`config.mk`:
```
export PLATFORM = sky130hd
export DESIGN_NAME = enc_mac_sched
export DESIGN_NICKNAME = d
export VERILOG_FILES = /design/src/rtl/enc_sched_pkg.sv /design/src/rtl/enc_mac_unit.sv /design/src/rtl/enc_mac_sched.sv
export SDC_FILE = /design/constraint.sdc
export NUM_CORES = 2
export LEC_CHECK = 0
export CORE_AREA = 10 10 339 341
export DETAILED_ROUTE_END_ITERATION = 6
export DIE_AREA = 0 0 349 351
export PLACE_DENSITY = 0.65
export SYNTH_ARGS = -nofsm -noshare
export SYNTH_HDL_FRONTEND = slang
export SYNTH_SLANG_ARGS = --single-unit
export TNS_END_PERCENT = 5
```
`constraint.sdc`:
```
create_clock -name clk -period 13 [get_ports clk]
set_input_delay 3.25 -clock clk [delete_from_list [all_inputs] [get_ports clk]]
set_output_delay 3.25 -clock clk [all_outputs]
set_load 0.05 [all_outputs]
```
`src/rtl/enc_sched_pkg.sv`:
```
// Shared types and helpers for the encoder MAC scheduler: FSM states,
// fixed-point format constants and packed-operand slice offsets.
package enc_sched_pkg;

  typedef enum logic [1:0] {IDLE, LOAD, MAC, DONE} state_t;

  // Q-format: FX_FRAC fractional bits, so 1.0 is 1 << FX_FRAC.
  localparam int FX_FRAC = 10;
  localparam int FX_ONE  = 1 << FX_FRAC;

  function automatic int x_off(input int bits, input int i);
    return bits * i;
  endfunction

  function automatic int w_off(input int bits, input int n_out, input int i, input int o);
    return bits * n_out * i + bits * o;
  endfunction

  function automatic int b_off(input int bits, input int o);
    return bits * o;
  endfunction

endpackage

```
`src/rtl/enc_mac_unit.sv`:
```
// Time-shared multiply/accumulate: one fixed-point multiplier, one adder,
// the running accumulator and the bias-or-accumulator select.
module enc_mac_unit
  import enc_sched_pkg::*;
#(
  parameter int BITSIZE = 20
) (
  input  logic                      clk,
  input  logic                      reset,
  input  logic signed [BITSIZE-1:0] a,
  input  logic signed [BITSIZE-1:0] b,
  input  logic signed [BITSIZE-1:0] bias,
  input  logic                      first,
  input  logic                      en,
  output logic signed [BITSIZE-1:0] acc_next
);

  logic signed [BITSIZE-1:0] acc;

  // Full-precision product, floor-shifted back to the word format and wrapped.
  function automatic logic signed [BITSIZE-1:0] fixed_point_multiply(
    input logic signed [BITSIZE-1:0] fa,
    input logic signed [BITSIZE-1:0] fb
  );
    logic signed [2*BITSIZE-1:0] ae;
    logic signed [2*BITSIZE-1:0] be;
    logic signed [2*BITSIZE-1:0] p;
    ae = {{BITSIZE{fa[BITSIZE-1]}}, fa};
    be = {{BITSIZE{fb[BITSIZE-1]}}, fb};
    p  = ae * be;
    return p[FX_FRAC +: BITSIZE];
  endfunction

  function automatic logic signed [BITSIZE-1:0] fixed_point_add(
    input logic signed [BITSIZE-1:0] fa,
    input logic signed [BITSIZE-1:0] fb
  );
    return fa + fb;
  endfunction

  always_comb acc_next = fixed_point_add(fixed_point_multiply(a, b), first ? bias : acc);

  always_ff @(posedge clk or negedge reset) begin
    if (!reset)  acc <= '0;
    else if (en) acc <= acc_next;
  end

endmodule

```
`src/rtl/enc_mac_sched.sv`:
```
// Round-robin scheduler sharing one MAC between two requesters; computes
// y = W^T x + b one product per cycle and returns y tagged with the requester.
module enc_mac_sched
  import enc_sched_pkg::*;
#(
  parameter int BITSIZE = 20,
  parameter int N_IN    = 6,
  parameter int N_OUT   = 2
) (
  input  logic                       clk,
  input  logic                       reset,
  input  logic [1:0]                 req,
  input  logic [BITSIZE*N_IN-1:0]       x0,
  input  logic [BITSIZE*N_IN-1:0]       x1,
  input  logic [BITSIZE*N_OUT*N_IN-1:0] w0,
  input  logic [BITSIZE*N_OUT*N_IN-1:0] w1,
  input  logic [BITSIZE*N_OUT-1:0]      b0,
  input  logic [BITSIZE*N_OUT-1:0]      b1,
  output logic [1:0]                 ack,
  output logic                       busy,
  output logic [BITSIZE*N_OUT-1:0]   y,
  output logic                       y_valid,
  output logic                       y_id
);

  localparam int IW = (N_IN  > 1) ? $clog2(N_IN)  : 1;
  localparam int OW = (N_OUT > 1) ? $clog2(N_OUT) : 1;

  state_t state, state_nx;
  logic grant, rr_last, win, load_grant;
  logic [IW-1:0] i_cnt;
  logic [OW-1:0] o_cnt;
  logic last_i, last_o, mac_en, mac_first;
  logic [BITSIZE*N_IN-1:0]       x_r;
  logic [BITSIZE*N_OUT*N_IN-1:0] w_r;
  logic [BITSIZE*N_OUT-1:0]      b_r, y_reg, y_fin;
  logic signed [BITSIZE-1:0] mac_a, mac_b, mac_bias, acc_next;

  // Single request wins outright; on a tie the requester not granted last wins.
  assign win        = req[1] & (~req[0] | ~rr_last);
  assign load_grant = ((state == IDLE) || (state == DONE)) && (req != 2'b00);

  assign last_i    = (i_cnt == IW'(N_IN - 1));
  assign last_o    = (o_cnt == OW'(N_OUT - 1));
  assign mac_en    = (state == MAC);
  assign mac_first = (i_cnt == '0);
  assign mac_a     = x_r[x_off(BITSIZE, int'(i_cnt)) +: BITSIZE];
  assign mac_b     = w_r[w_off(BITSIZE, N_OUT, int'(i_cnt), int'(o_cnt)) +: BITSIZE];
  assign mac_bias  = b_r[b_off(BITSIZE, int'(o_cnt)) +: BITSIZE];

  assign busy    = (state != IDLE);
  assign y_valid = (state == DONE);

  always_comb begin
    state_nx = state;
    ack      = 2'b00;
    case (state)
      IDLE: if (req != 2'b00) state_nx = LOAD;
      LOAD: begin
        state_nx = MAC;
        ack      = grant ? 2'b10 : 2'b01;
      end
      MAC:  if (last_i && last_o) state_nx = DONE;
      DONE: state_nx = (req != 2'b00) ? LOAD : IDLE;
      default: state_nx = IDLE;
    endcase
  end

  // Row result merged into the current vector as the row completes.
  always_comb begin
    y_fin = y_reg;
    y_fin[b_off(BITSIZE, int'(o_cnt)) +: BITSIZE] = acc_next;
  end

  always_ff @(posedge clk or negedge reset) begin
    if (!reset) begin
      state   <= IDLE;
      grant   <= 1'b0;
      rr_last <= 1'b1;
      i_cnt   <= '0;
      o_cnt   <= '0;
      y_reg   <= '0;
      y       <= '0;
      y_id    <= 1'b0;
    end else begin
      state <= state_nx;
      if (load_grant) grant <= win;
      if (state == LOAD) begin
        rr_last <= grant;
        i_cnt   <= '0;
        o_cnt   <= '0;
      end else if (mac_en) begin
        if (last_i) begin
          i_cnt <= '0;
          o_cnt <= o_cnt + 1'b1;
          y_reg <= y_fin;
          if (last_o) begin
            y    <= y_fin;
            y_id <= grant;
          end
        end else begin
          i_cnt <= i_cnt + 1'b1;
        end
      end
    end
  end

  // Operands captured at the end of LOAD; later requester changes are ignored.
  always_ff @(posedge clk) begin
    if (state == LOAD) begin
      x_r <= grant ? x1 : x0;
      w_r <= grant ? w1 : w0;
      b_r <= grant ? b1 : b0;
    end
  end

  enc_mac_unit #(.BITSIZE(BITSIZE)) u_mac (
    .clk      (clk),
    .reset    (reset),
    .a        (mac_a),
    .b        (mac_b),
    .bias     (mac_bias),
    .first    (mac_first),
    .en       (mac_en),
    .acc_next (acc_next)
  );

endmodule

```
==> flow_summary.yaml <==
floorplan:
  coreArea_mm2: 0.1081
  fp.dieH_um: 351
  rows: 121
  die-area_mm2: 0.1225
  dieWidth_um: 349
  initial_core_util: 0.3963
  io_pins: 849
setup_path:
  start_kind: "register"
  endpoint_kind: "register"
  slowest_stage: "ha_4"
  cp-startpoint: "last_o"
  path_class: "reg -> reg"
  rr_startpoint: "last_o"
  crit_arrival_ns: 12.35
  critPathMaxStageDelay_ns: 0.73
  required_ns: 13.46
  crit_fanout: 52
cells_and_area:
  area_growth_pct: 27.42
  drive_above_1_share: 0.2033
  utilization: 0.5050
  nets: 5602
  fillers: 9671
  largest_reg_flops: 240
detailed_routing:
  vias: 32412
  post_drt_wl_per_cell_um: 27.68
  wirelength_mm: 161.5
  postRouteAntennaNets: 0
  vias_per_cell: 5.554
  drt-initial-drc-count: 3099
  dr.pass1.iters: 5
  drc: 0
yosys:
  async_flop_share: 0.1820
  ys_warn_count: 0
  synth.top_cell.area_share: 0.2804
  synth_fp_nets: 4844
  seq_area_frac_synth: 0.3324
  synthTopCellsByArea: "edfxtp_1 (28%), fa_1 (14%), mux2_2 (12%)"
  ys.flop_type: "edfxtp_1"
  ys_types: 75
  synth_cells: 3608
  synth_edf_count: 400
  synth_top_area_cell: "edfxtp_1"
  ys_ff_latch: 489
  synth_area_per_cell_um2: 11.87
  synth_area_mm2: 0.04284
hold_path:
  hold_class: "reg -> reg"
  min_from: "y_reg[11]"
sta:
  final.period_utilization: 0.9145
  hold_viol_final: 0
  slew_headroom: 0.1940
  worst_slew_pin_slew_ns: 1.209
  finalSetupTns_ns: 0
  slew_viol_final: 0
  skew_ns: 0.03582
  rsz0062_at_grt: "false"
  finalSetupViolCount: 0
  fmax_ghz: 0.08412
  period_needed_ns: 11.89
grt:
  grt_pass1_vias: 33615
  grt_max_degree: 163
  grt_pass1_wl_mm: 232.0
  overflow: 0
  grt_usage: 0.2558
  antenna_found_initial: 7
job:
  cap_violations: 0
clocking:
  clkTransAtPathRegs_ns: 0.06
  numCtsBuffers: 57
  holdBufCountCts: 0
  htree_levels: 2
  cts_tree: "done"
  clk_path_buf_depth: 3
  clk_latency_ns: 0.66
  cts_resized: 0
  cts_setup_buffers: 0
  cts_root_buffer: "clkbuf_16"
  cts.sinks: 489
placement:
  numPortBuffers: 848
  gp_congestion: 0.9568
  place_hpwl_mm: 132.4
status:
  status: "finished clean"
-- placed cells by master (no fill, tap or decap), drive strengths merged, types with 11 or more instances in the layout --
master	instances
or3	16
a21o	16
clkdlybuf4s50	847
edfxtp	400
inv	437
ha	122
xor2	15
and2	23
nand2b	41
mux2i	149
or2	30
dfrtp	88
a211oi	18
o21ai	71
fa	310
clkbuf	69
nor2	257
nand3	43
o22ai	28
clkinv	22
nor3	26
mux4	230
xnor2	45
mux2	446
o21bai	14
a22oi	13
o22a	11
nand2	310
buf	76
a21oi	104
nor2b	19
-- per-stage QoR --
step | cell area [µm²] | hold WS (ns) | cells | worst slack, ns
6_report | 54580 | 0.4637 | 5836 | 1.112
5_1_grt | 54570 | 0.4839 | 5829 | 0.1615
4_1_cts | 54560 | 0.4655 | 5827 | 1.224
3_5_place_dp | 52690 | 0.4482 | 5721 | 1.279
3_3_place_gp | 52690 | 0.4422 | 5721 | 1.385
2_1_floorplan | 42840 | 0.4322 | 3608 | 1.892
-- final timing paths --
| kind | to | cells past startpoint | slack, ns |
|---|---|---|---|
| min in group asynchronous | y[13] | 1 | 2.51 |
| worst max-delay path | y_reg[18] | 44 | 1.11 |
| worst min register to register | y[11] | 2 | 0.46 |
| worst max register to register | y_reg[18] | 44 | 1.11 |
| worst min-delay path | y[11] | 2 | 0.46 |
| max in group asynchronous | i_cnt[0] | 2 | 9.14 |
-- layout make-up --
type	instances	area (µm²)	area share
clock buffers	69	1533	0.02808
flip-flops and latches	489	14250	0.2611
repair buffers	923	9124	0.1671
well taps	1414	1769	0.03241
multi-input cells	2466	25930	0.4751
inverters	429	1615	0.02959
clock inverters	37	335.3	0.006143
diodes	9	22.52	0.0004126
-- cell usage after synthesis, types with 18 or more instances --
cell type / n
nor2b_1: 19
mux2i_1: 149
dfrtp_1: 88
mux2_2: 446
o22ai_1: 28
buf_2: 42
o21ai_0: 65
nor2_1: 257
fa_1: 310
xnor2_1: 45
a21oi_1: 104
edfxtp_1: 400
a211oi_1: 18
clkbuf_1: 128
mux4_2: 217
nor3_1: 26
nand2_1: 310
nand2b_1: 41
or2_2: 30
inv_1: 426
nand3_1: 43
ha_1: 122
and2_1: 23
-- logic make-up (layout without fill, tap and decap cells) --
group,Yosys count,in the layout,share of synthesized area
AOI/OAI and AO/OA,359,359,0.05476
xor gates and xnor gates,62,62,0.01341
adders and majority gates,432,432,0.1805
buffers and inverters,653,1458,0.06481
DFF,489,489,0.3324
muxes,825,825,0.2741
other,0,9,0
and+or+nand+nor,788,788,0.08003
-- critical path: cells and delay by family (launching register included) --
kind,cells,cell delay (ns)
fa+ha+maj,11,4.36
flops,1,0.66
buf+inv,6,0.64
xor+xnor,1,0.26
compound gates,18,3.66
simple gates,7,1.79
mux,1,0.29
-- layer usage --
layer | GRT usage | wire length [µm] | vias to the layer above
li1 | - | - | 14327
met1 | 0.3364 | 65890 | 16355
met2 | 0.4333 | 79300 | 1513
met3 | 0.05072 | 12580 | 213
met4 | 0.05908 | 3723 | 4
met5 | 0 | 27 | -
Power is not shown: default switching activity piles up to over one toggle a cycle in this logic, so the estimate is an artifact.
